**src/rtl/spi_command_rx.sv**
```systemverilog
// spi_command_rx: SPI mode-0 slave turning host command bytes into FIFO write strobes.
// Define SPI_STATUS_READBACK_EN to return a status byte on spi_miso.
module spi_command_rx #(
  parameter int sync_stages      = 2,
  parameter int fifo_count_width = 6,
  parameter int fifo_limit       = 32
) (
  input  logic                        clk,
  input  logic                        reset,
  input  logic                        spi_sck,
  input  logic                        spi_cs_n,
  input  logic                        spi_mosi,
  output logic                        spi_miso,
  input  logic [fifo_count_width-1:0] fifo_count,
  input  logic                        invalid_command,
  output logic [7:0]                  command_out,
  output logic                        command_out_ready,
  output logic                        overrun,
  output logic                        frame_active
);
  typedef enum logic {IDLE, ACTIVE} state_t;
  state_t state_q;
  logic [sync_stages-1:0] sck_sync_q, cs_sync_q, mosi_sync_q;
  logic sck_s, cs_s, mosi_s;
  logic sck_d_q, rise_q, cs_q, mosi_q;
  logic [2:0] bit_cnt_q;
  logic [7:0] shift_q, command_out_q;
  logic command_out_ready_q, overrun_q, invalid_seen_q;
  logic fifo_ok;
  assign sck_s  = sck_sync_q[sync_stages-1];
  assign cs_s   = cs_sync_q[sync_stages-1];
  assign mosi_s = mosi_sync_q[sync_stages-1];
  assign fifo_ok = 32'(fifo_count) < 32'(fifo_limit);
`ifdef SPI_STATUS_READBACK_EN
  logic fall_q;
  logic [7:0] status_q, status_w;
  assign status_w = {invalid_seen_q, overrun_q, (32'(fifo_count) > 32'd63) ? 6'd63 : 6'(fifo_count)};
  assign spi_miso = status_q[7];
`else
  logic unused_invalid;
  assign unused_invalid = invalid_seen_q;
  assign spi_miso = 1'b0;
`endif
  // Edge flags and data are registered together so the FSM sees them aligned.
  always_ff @(posedge clk) begin
    if (reset) begin
      sck_sync_q  <= '0;
      cs_sync_q   <= '1;
      mosi_sync_q <= '0;
      sck_d_q     <= 1'b0;
      rise_q      <= 1'b0;
      cs_q        <= 1'b1;
      mosi_q      <= 1'b0;
`ifdef SPI_STATUS_READBACK_EN
      fall_q      <= 1'b0;
`endif
    end else begin
      sck_sync_q  <= {sck_sync_q[sync_stages-2:0], spi_sck};
      cs_sync_q   <= {cs_sync_q[sync_stages-2:0], spi_cs_n};
      mosi_sync_q <= {mosi_sync_q[sync_stages-2:0], spi_mosi};
      sck_d_q     <= sck_s;
      rise_q      <= sck_s & ~sck_d_q;
      cs_q        <= cs_s;
      mosi_q      <= mosi_s;
`ifdef SPI_STATUS_READBACK_EN
      fall_q      <= ~sck_s & sck_d_q;
`endif
    end
  end
  always_ff @(posedge clk) begin
    if (reset) begin
      state_q             <= IDLE;
      bit_cnt_q           <= 3'd0;
      shift_q             <= 8'd0;
      command_out_q       <= 8'd0;
      command_out_ready_q <= 1'b0;
      overrun_q           <= 1'b0;
      invalid_seen_q      <= 1'b0;
`ifdef SPI_STATUS_READBACK_EN
      status_q            <= 8'd0;
`endif
    end else begin
      command_out_ready_q <= 1'b0;
      invalid_seen_q      <= invalid_seen_q | invalid_command;
      if (cs_q) begin
        state_q   <= IDLE;
        bit_cnt_q <= 3'd0;
        shift_q   <= 8'd0;
`ifdef SPI_STATUS_READBACK_EN
        status_q  <= 8'd0;
`endif
      end else if (state_q == IDLE) begin
        state_q  <= ACTIVE;
`ifdef SPI_STATUS_READBACK_EN
        status_q <= status_w;
`endif
      end else if (rise_q) begin
        shift_q   <= {shift_q[6:0], mosi_q};
        bit_cnt_q <= bit_cnt_q + 3'd1;
        if (bit_cnt_q == 3'd7) begin
          if (fifo_ok) begin
            command_out_q       <= {shift_q[6:0], mosi_q};
            command_out_ready_q <= 1'b1;
          end else begin
            overrun_q <= 1'b1;
          end
`ifdef SPI_STATUS_READBACK_EN
          status_q <= status_w;
`endif
        end
      end
`ifdef SPI_STATUS_READBACK_EN
      // The fall right after a byte wrap must not consume the freshly loaded MSB.
      else if (fall_q && bit_cnt_q != 3'd0) begin
        status_q <= {status_q[6:0], 1'b0};
      end
`endif
    end
  end
  assign command_out       = command_out_q;
  assign command_out_ready = command_out_ready_q;
  assign overrun           = overrun_q;
  assign frame_active      = ~cs_s;
endmodule

```
**config.mk**
```make
export PLATFORM = sky130hd
export DESIGN_NAME = spi_command_rx
export DESIGN_NICKNAME = d
export VERILOG_FILES = /design/src/rtl/spi_command_rx.sv
export SDC_FILE = /design/constraint.sdc
export NUM_CORES = 1
export LEC_CHECK = 0
export CAP_MARGIN = 25
export CORE_MARGIN = 2
export CORE_UTILIZATION = 44
export DETAILED_ROUTE_END_ITERATION = 12
export PLACE_DENSITY_LB_ADDON = 0.25
export SYNTH_ARGS = -nofsm -noshare
export SYNTH_HDL_FRONTEND = slang
export SYNTH_SLANG_ARGS = --single-unit
```
**constraint.sdc**
```tcl
create_clock -name clk -period 4.3 [get_ports clk]
set_clock_uncertainty 0.2 [all_clocks]
set_input_delay 0.86 -clock clk [delete_from_list [all_inputs] [get_ports clk]]
set_output_delay 0.86 -clock clk [all_outputs]
set_load 0.01 [all_outputs]
```
Word level (Yosys, flattened, before mapping)

Index checks and enable logic that the tools add are counted.
Widths: inputs -> output; s select.

$add $sub $neg: 1
Multipliers: 0
Divide/modulo/power cells: 0
Order comparisons: 1
Equal/unequal tests: 1
Shifts and indexed selects: 0
Mux-type cells: 2
Bitwise gates (word level): 8
Reductions and logical operators: 5

Operator list:

| operator            | count |
|---|---|
| $reduce_and 5->1    | 2 |
| $not 1->1           | 7 |
| $lt 6x6->1 const B  | 1 |
| $reduce_or 5->1     | 1 |
| $add 3x1->3 const B | 1 |
| $eq 3x3->1 const B  | 1 |
| $mux 1              | 2 |
| $reduce_and 2->1    | 1 |
| $reduce_or 2->1     | 1 |
| $and 1x1->1         | 1 |

Register bits: 31
Latch bits: 0
Memory bits (writable): 0
Bits in read-only memories: 0
Input port bits: 12
Output and inout port bits: 12
Word-level logic and storage cells: 31
Memories: 0

Longest topological paths before layout

Gate-level depths: netlist (run 1).

Depth in word-level cells: 3
Depth in mapped cells: 5
Mapped depth without buffers: 4

Worst setup path before layout (run 1)

No wires, ideal clock.

Path kind: input to register
Start point: in reset
End point: reg bit_cnt_q[1]
Setup time: 0.070 ns
Arrival: 1.523 ns
Setup slack: 2.507 ns
Stages: 4
Path through: clkbuf_2 or2_2 buf_2 a21oi_1

Longest elaborated chain between the ends: 1

Ends and longest elaborated chain:

| element                   | line | source |
|---|---|---|
| start, declared           | 9    | `input logic reset,` |
| $reduce_or 2->1 (no line) | n/a  |  |
| end signal, assigned      | 99   | `bit_cnt_q <= bit_cnt_q + 3'd1;` |
| end, declared             | 26   | `logic [2:0] bit_cnt_q;` |

Every way passes these cells.
A chain may end at the register's enable or synchronous reset.

Final worst setup path (run 1)

Start point: in reset
End point: reg shift_q[1]

Longest elaborated chain between the ends: 1

Ends and longest elaborated chain:

| element                   | line | source |
|---|---|---|
| $reduce_or 2->1 (no line) | n/a  |  |
| end signal, assigned      | 98   | `shift_q <= {shift_q[6:0], mosi_q};` |
| end, declared             | 27   | `logic [7:0] shift_q, command_out_q;` |

Every way passes these cells.

==> results of run 1 <==
## worst max path at each step
stage | from | to | slack [ps] | depth (start not counted)
after floorplan | reset | bit_cnt_q[1] | 2510 | 4
after global placement | reset | shift_q[1] | 1690 | 3
after detailed placement | reset | shift_q[1] | 1640 | 3
after CTS | reset | shift_q[1] | 1990 | 3
after global routing | reset | shift_q[3] | 1880 | 3
final | reset | shift_q[1] | 2020 | 3
## cells in the mapped netlist (2+ instances only)
library cell  instances  area share
mux2i_1               8       0.070
buf_2                 2      0.0088
ha_1                  2       0.022
inv_1                 3      0.0099
clkbuf_1              2      0.0066
a21oi_1               9       0.040
nor2_1                2      0.0066
or2_2                 4       0.022
nand2b_1             16       0.088
nor2b_1               7       0.039
dfxtp_1              31        0.55
nand2_1              18       0.059
## logic make-up (layout without fill, tap and decap cells)
logic type | after synthesis | in the layout | synth area share
AO/OA/AOI/OAI | 10 | 10 | 0.0473
XOR/XNOR | 1 | 1 | 0.00770
adder cells (fa/ha/maj) | 2 | 2 | 0.0220
buffers and inverters | 10 | 25 | 0.0462
flip-flops | 31 | 31 | 0.546
multiplexers | 8 | 8 | 0.0704
other | 1 | 1 | 0.00330
AND/OR/NAND/NOR | 51 | 51 | 0.257
## registers in the layout, summed over array words and instances, names as in the netlist
name,count
bit_cnt_q,3
command_out,8
command_out_ready,1
cs_q,1
cs_sync_q,2
mosi_q,1
mosi_sync_q,2
overrun,1
rise_q,1
sck_d_q,1
sck_sync_q,2
shift_q,7
state_q,1
## final cells by class
| cell class | instances | area [sq um] | share of cell area |
|---|---|---|---|
| sequential | 31 | 621 | 0.465 |
| clock buffer | 6 | 41.3 | 0.0309 |
| inverter | 3 | 11.3 | 0.00843 |
| multi-input combinational | 73 | 464 | 0.348 |
| tap | 30 | 37.5 | 0.0281 |
| timing repair buffer | 16 | 160 | 0.120 |
## per-layer routing
layer,vias up,global-route usage
met1,339,0.157
li1,385,-
met3,5,0.0601
met4,0,0.138
met2,20,0.216
met5,-,0
## through the flow
| stage | cell area [sq um] | hold WS (ps) |
|---|---|---|
| 2_1_floorplan | 1140 | 167 |
| 3_3_place_gp | 1290 | 172 |
| 3_5_place_dp | 1290 | 172 |
| 4_1_cts | 1340 | 184 |
| 5_1_grt | 1340 | 193 |
| 6_report | 1340 | 183 |
## power breakdown
group | internal, mW | leakage, nW | total [mW] | switching (mW)
combinational | 0.00908 | 0.212 | 0.0148 | 0.00569
sequential | 0.291 | 0.251 | 0.292 | 0.00133
clock | 0.0580 | 0.0242 | 0.145 | 0.0868
total | 0.358 | 0.488 | 0.451 | 0.0938
==> impl_metrics.toml, run 1 <==
[worst_setup_path]
slowest_delay_ps = 760
crit_arrival_ps = 2340
r2r-start = "bit_cnt_q[0]"
cp_num_buf_inv = 1
crit_chain = "clkdlybuf4s50_1, or2_2, a21oi_1"
reg2reg_slack_ps = 2480
path_max_fanout = 28
cp_top_family = "buffers and inverters"
reg2reg_to = "command_out[1]"
worstSetupEndpointType = "register"
cp_slowest_cell = "clkdlybuf4s50_1"
criticalPathCategory = "primary input to register"
cp_data_required_time_ps = 4360
startpoint_type = "primary input"
rr_worst_depth = 4

[final_layout]
nFillCells = 231
final_cell_mix = "31 x dfxtp_1, 18 x nand2_1, 16 x nand2b_1, 16 x clkdlybuf4s50_1, 9 x a21oi_1"
final_common_cell = "dfxtp_1"
drive_gt1_frac = 0.0853
fin_nets = 144
finalNonFillerCells = 159
post-route-util = 0.544
diodes = 0
syn_to_final_growth_pct = 17.4

[pwr]
fin_total_pwr_mw = 0.451
power.density_mw_per_mm2 = 338
ir_drop_mv = 0.252
p_leak_nw = 0.488

[route]
vias_per_cell = 4.71
wl_met2_um = 789
highest_layer = "met4"
dr_total_vias = 749
dr_wl_met3_um = 107
drtAntennaViolNets = 0
post-route-drc-count = 0
wl_met1_um = 752
wl_per_cell_um = 10.6
drtIter0Drc = 5
drt-total-wl_um = 1690
dr.pass1.iters = 4

[clock_network]
htreeDepth = 2
holdBufCountCts = 0
clockBufferDepth = 2
tritoncts = "yes"
clk-insertion-delay-late_ps = 320
cts_root_buf = "clkbuf_4"
cts_resized = 0
cts.sinks = 31
cts_setup_buffers = 0
cts-buffers-inserted = 5
cts.reportedPaths.clkPinSlew_ps = 90

[sta]
worstMarginPinSlew_ps = 722
fin_crit_ps = 2280
relSlewSlack = 0.517
setup_viol = 0
rsz0062_at_grt = "false"
max_freq_mhz = 439
finalHoldViolations = 0
slew_violations = 0
fin_crit_sh = 0.530
tns_ps = 0
setup_slack_ps = 2020

[place]
io_buffer_count = 16
pre_cts_slack_ps = 1640
place_congestion = 0.745
placedCellCount = 153
hpwl_um = 1160

[yosys]
avgSynthCellArea_sq_um = 9.98
ys_seq_elements = 31
synth_edf_count = 0
yosysUniqueCellTypes = 22
synthFlopType = "dfxtp_1"
syn_inst = 114
syn_area_sq_mm = 0.00114
async_flop_share = 0
synth_fp_nets = 128
synth.yosys.seq_area_share = 0.546
yosysWarningCount = 0

[floorplanning]
core_area_sq_mm = 0.00245
die_y_um = 54.8
start_util = 0.463
rows = 18
die-area_sq_mm = 0.00301
num_io_pins = 24
die_w_um = 54.8

[hold_path]
min_path_type = "register to register"
whs_endpoint = "rise_q"
min_from = "sck_d_q"
hold_depth = 1

[grt]
track_usage = 0.147
grt_max_degree = 29
antenna_found_initial = 0
grt_pass1_vias = 667
grt_pass1_wl_um = 2880
grt_overflow = 0

[run_status]
status = "completed"

[run]
drv_cap = 0
(Power assumes the default switching activity.)
==> run 2: changes to the inputs <==
- clock period: 4.3 -> 2.05 ns (I/O delays scaled with it)
==> run 2 against run 1 <==
Effect of this change: routed wire length is 2.7% lower; critical path depth fell by 1; die area is the same; via count decreased by 0.53%; non-clock buffer count grew 3; sequential power up 110%; power up 130%; critical path type is now register to primary output; worst hold slack gained 3.3 ps.
==> impl_metrics.toml, run 2 (synthesis results as in run 1) <==
[hold_path]
min_path_type = "register to register"
min_from = "sck_d_q"

[clock_network]
cts.reportedPaths.clkPinSlew_ps = 90
cts-buffers-inserted = 5
cts_setup_buffers = 0
tritoncts = "yes"
clockBufferDepth = 2
holdBufCountCts = 0
htreeDepth = 2
cts_resized = 0
clk-insertion-delay-late_ps = 320
cts.sinks = 31
cts_root_buf = "clkbuf_4"

[worst_setup_path]
cp_num_buf_inv = 2
cp_slowest_cell = "clkdlybuf4s50_1"
crit_chain = "inv_1, clkdlybuf4s50_1"
slowest_delay_ps = 520
cp_data_required_time_ps = 1440
criticalPathCategory = "register to primary output"
path_max_fanout = 2
crit_arrival_ps = 1210
cp_top_family = "buffers and inverters"
r2r-start = "bit_cnt_q[0]"
worstSetupEndpointType = "primary output"
setup.worst_path.start = "cs_sync_q[1]"
startpoint_type = "register"

[place]
hpwl_um = 1160
placed_area_sq_mm = 0.00133
io_buffer_count = 16
place_congestion = 0.736

[route]
vias_per_cell = 4.54
dr.pass1.iters = 2
drtAntennaViolNets = 0
drt-total-wl_um = 1650
wl_per_cell_um = 10.0
post-route-drc-count = 0
drtIter0Drc = 3
dr_total_vias = 745

[sta]
max_freq_mhz = 551
rsz0062_at_grt = "false"
finalHoldViolations = 0
tns_ps = 0
fin_crit_sh = 0.886
setup_viol = 0
slew_violations = 0
fin_crit_ps = 1820

[floorplanning]
die-area_sq_mm = 0.00301
start_util = 0.463
num_io_pins = 24
die_w_um = 54.8
core_area_sq_mm = 0.00245
rows = 18
die_y_um = 54.8

[pwr]
ir_drop_mv = 0.517
p_leak_nw = 0.520
power.density_mw_per_mm2 = 748

[final_layout]
nFillCells = 231
diodes = 0
final_common_cell = "dfxtp_1"
multi_input_area_sq_um = 464
regArea_sq_um = 621
drive_gt1_frac = 0.119
final_area_sq_mm = 0.00140
largest_reg_flops = 8
syn_to_final_growth_pct = 22.9
final_cell_mix = "31 x dfxtp_1, 18 x nand2_1, 16 x nand2b_1, 16 x clkdlybuf4s50_1, 9 x a21oi_1"
fin_nets = 147

[grt]
grt_overflow = 0
grt_pass1_vias = 604
grt_pass1_wl_um = 2610
grt_max_degree = 22
track_usage = 0.130
antenna_found_initial = 0

[run_status]
status = "completed"

[run]
drv_cap = 0
run 2: cell count changes in the layout (fill, tap and decap cells not counted):
cell	previous run	this run
clkbuf_8	0	2
buf_4	0	2
buf_12	0	1
run 2: power breakdown:
part           leakage [nW]  internal, mW  switching, mW
Combinational         0.230        0.0213         0.0123
Clock                0.0386         0.202          0.198
Sequential            0.251         0.610        0.00290
run 2: path summary, 6_finish.rpt:
check	end	slack, ps	cells past startpoint
hold reg to reg	rise_q	190	1
setup reg to reg	command_out[7]	490	5
setup / recovery	frame_active	230	2
hold / removal	rise_q	190	1
run 2: per-layer routing:
layer	share of wire	vias to the layer above	global-route usage
met4	0.013	0	0.0750
met5	0	-	0
met3	0.067	2	0.0792
li1	-	393	-
met2	0.44	20	0.192
met1	0.48	330	0.140
run 2: final cells by class:
type                    count  area share
clock buffers               8      0.0492
inverters                   3     0.00806
multi-input cells          73       0.332
flip-flops and latches     31       0.444
well taps                  30      0.0269
repair buffers             19       0.140
run 2: stage by stage:
step	hold slack (ps)	total power [mW]	worst slack, ps	utilization	std cells
2_1_floorplan	167	0.646	637	-	114
3_3_place_gp	173	0.660	223	0.541	156
3_5_place_dp	176	0.661	190	0.541	156
6_report	186	1.05	234	0.569	164
4_1_cts	190	1.06	208	0.569	164
5_1_grt	199	1.09	147	0.569	164
==> run 3: changes to the inputs <==
- PLACE_DENSITY: default -> 0.73
- PLACE_DENSITY_LB_ADDON: 0.25 -> default
==> run 3 against run 2 <==
Effect of this change: non-clock buffer count is the same; final area unchanged; power is 0.72% lower; final cell count stayed put; sequential share of layout area unchanged; via count down 0.81%; critical path depth stayed put; flip-flop and latch count is the same; maximum frequency rose by 0.19%; combinational power rose by 1%; clock power decreased by 2%; critical endpoint unchanged.
==> impl_metrics.toml, run 3 (synthesis results as in run 1) <==
[route]
drtIter0Drc = 0
wl_met2_um = 757
dr.pass1.iters = 1
vias_per_cell = 4.51
dr_total_vias = 739
post-route-drc-count = 0
wl_met1_um = 792
drtAntennaViolNets = 0
highest_layer = "met4"
wl_per_cell_um = 10.5
dr_wl_met3_um = 125
drt-total-wl_um = 1720

[sta]
rsz0062_at_grt = "false"
fin_crit_sh = 0.884
finalHoldViolations = 0
setup_viol = 0
max_freq_mhz = 552
tns_ps = 0
slew_violations = 0
fin_crit_ps = 1810

[run]
drv_cap = 0

[pwr]
p_leak_nw = 0.520
pwr-share-comb = 0.033
p_seq_frac = 0.590
p_sw_mw = 0.205
p_int_mw = 0.832
swShare = 0.198
p_clk_frac = 0.377
power.density_mw_per_mm2 = 742
ir_drop_mv = 0.466

[worst_setup_path]
criticalPathCategory = "register to primary output"
cp_data_required_time_ps = 1440
startpoint_type = "register"
worstSetupEndpointType = "primary output"
crit_arrival_ps = 1200
path_max_fanout = 2

[grt]
grt_pass1_vias = 703
grt_max_degree = 16
antenna_found_initial = 0
grt_pass1_wl_um = 2950
track_usage = 0.149
grt_overflow = 0

[place]
io_buffer_count = 16
hpwl_um = 1210
placed_area_sq_mm = 0.00133
place_congestion = 0.709

[clock_network]
clockBufferDepth = 2
clk-insertion-delay-late_ps = 320
cts-buffers-inserted = 5
cts_root_buf = "clkbuf_4"
holdBufCountCts = 0
cts.reportedPaths.clkPinSlew_ps = 80
cts_setup_buffers = 0
cts_resized = 0
htreeDepth = 2
cts.sinks = 31
tritoncts = "yes"

[final_layout]
final_area_sq_mm = 0.00140
largest_reg_flops = 8
fin_nets = 147
drive_gt1_frac = 0.119
syn_to_final_growth_pct = 22.9
diodes = 0
final_cell_mix = "31 x dfxtp_1, 18 x nand2_1, 16 x nand2b_1, 16 x clkdlybuf4s50_1, 9 x a21oi_1"
post-route-util = 0.569
final_common_cell = "dfxtp_1"

[floorplanning]
die_w_um = 54.8
rows = 18
die-area_sq_mm = 0.00301
die_y_um = 54.8
num_io_pins = 24
start_util = 0.463
core_area_sq_mm = 0.00245

[run_status]
status = "completed"

[hold_path]
min_path_type = "register to register"
## run 3: cell counts in the layout (fill, tap and decap cells not counted)
Identical to the previous run, type by type.
## run 3: metal layers
metal	up-vias	global-route usage
met3	7	0.0847
met4	0	0.0875
li1	397	-
met1	314	0.159
met5	-	0
met2	21	0.226
## run 3: worst paths after layout
check	startpoint	end	slack, ps	cells past startpoint
setup / recovery	cs_sync_q[1]	frame_active	240	2
hold / removal	sck_d_q	rise_q	200	1
setup reg to reg	bit_cnt_q[0]	command_out[0]	450	5
hold reg to reg	sck_d_q	rise_q	200	1
## run 3: critical path, stage by stage, from the launching register on
cell and delay (ps):
dfxtp_1 320, inv_1 50, clkdlybuf4s50_1 520
## run 3: cell type report
cell class	count	area, sq um
clock buffer	8	68.8
fill	228	1060
inverter	3	11.3
multi-input combinational	73	464
sequential	31	621
tap	30	37.5
timing repair buffer	19	195
## run 3: power by group through the flow
| stage | sequential [mW] | clock, mW | combinational, mW |
|---|---|---|---|
| 5_1_grt | 0.614 | 0.436 | 0.0377 |
| 6_report | 0.612 | 0.391 | 0.0340 |
| 4_1_cts | 0.613 | 0.405 | 0.0349 |
| 2_1_floorplan | 0.626 | 0 | 0.0201 |
| 3_3_place_gp | 0.626 | 0 | 0.0335 |
| 3_5_place_dp | 0.627 | 0 | 0.0349 |
## run 3: metrics by stage
step	total power [mW]	setup WS [ps]	std cells	hold WS [ps]
2_1_floorplan	0.646	637	114	167
3_3_place_gp	0.660	227	156	176
3_5_place_dp	0.662	176	156	197
4_1_cts	1.05	220	164	211
5_1_grt	1.09	169	164	226
6_report	1.04	237	164	201
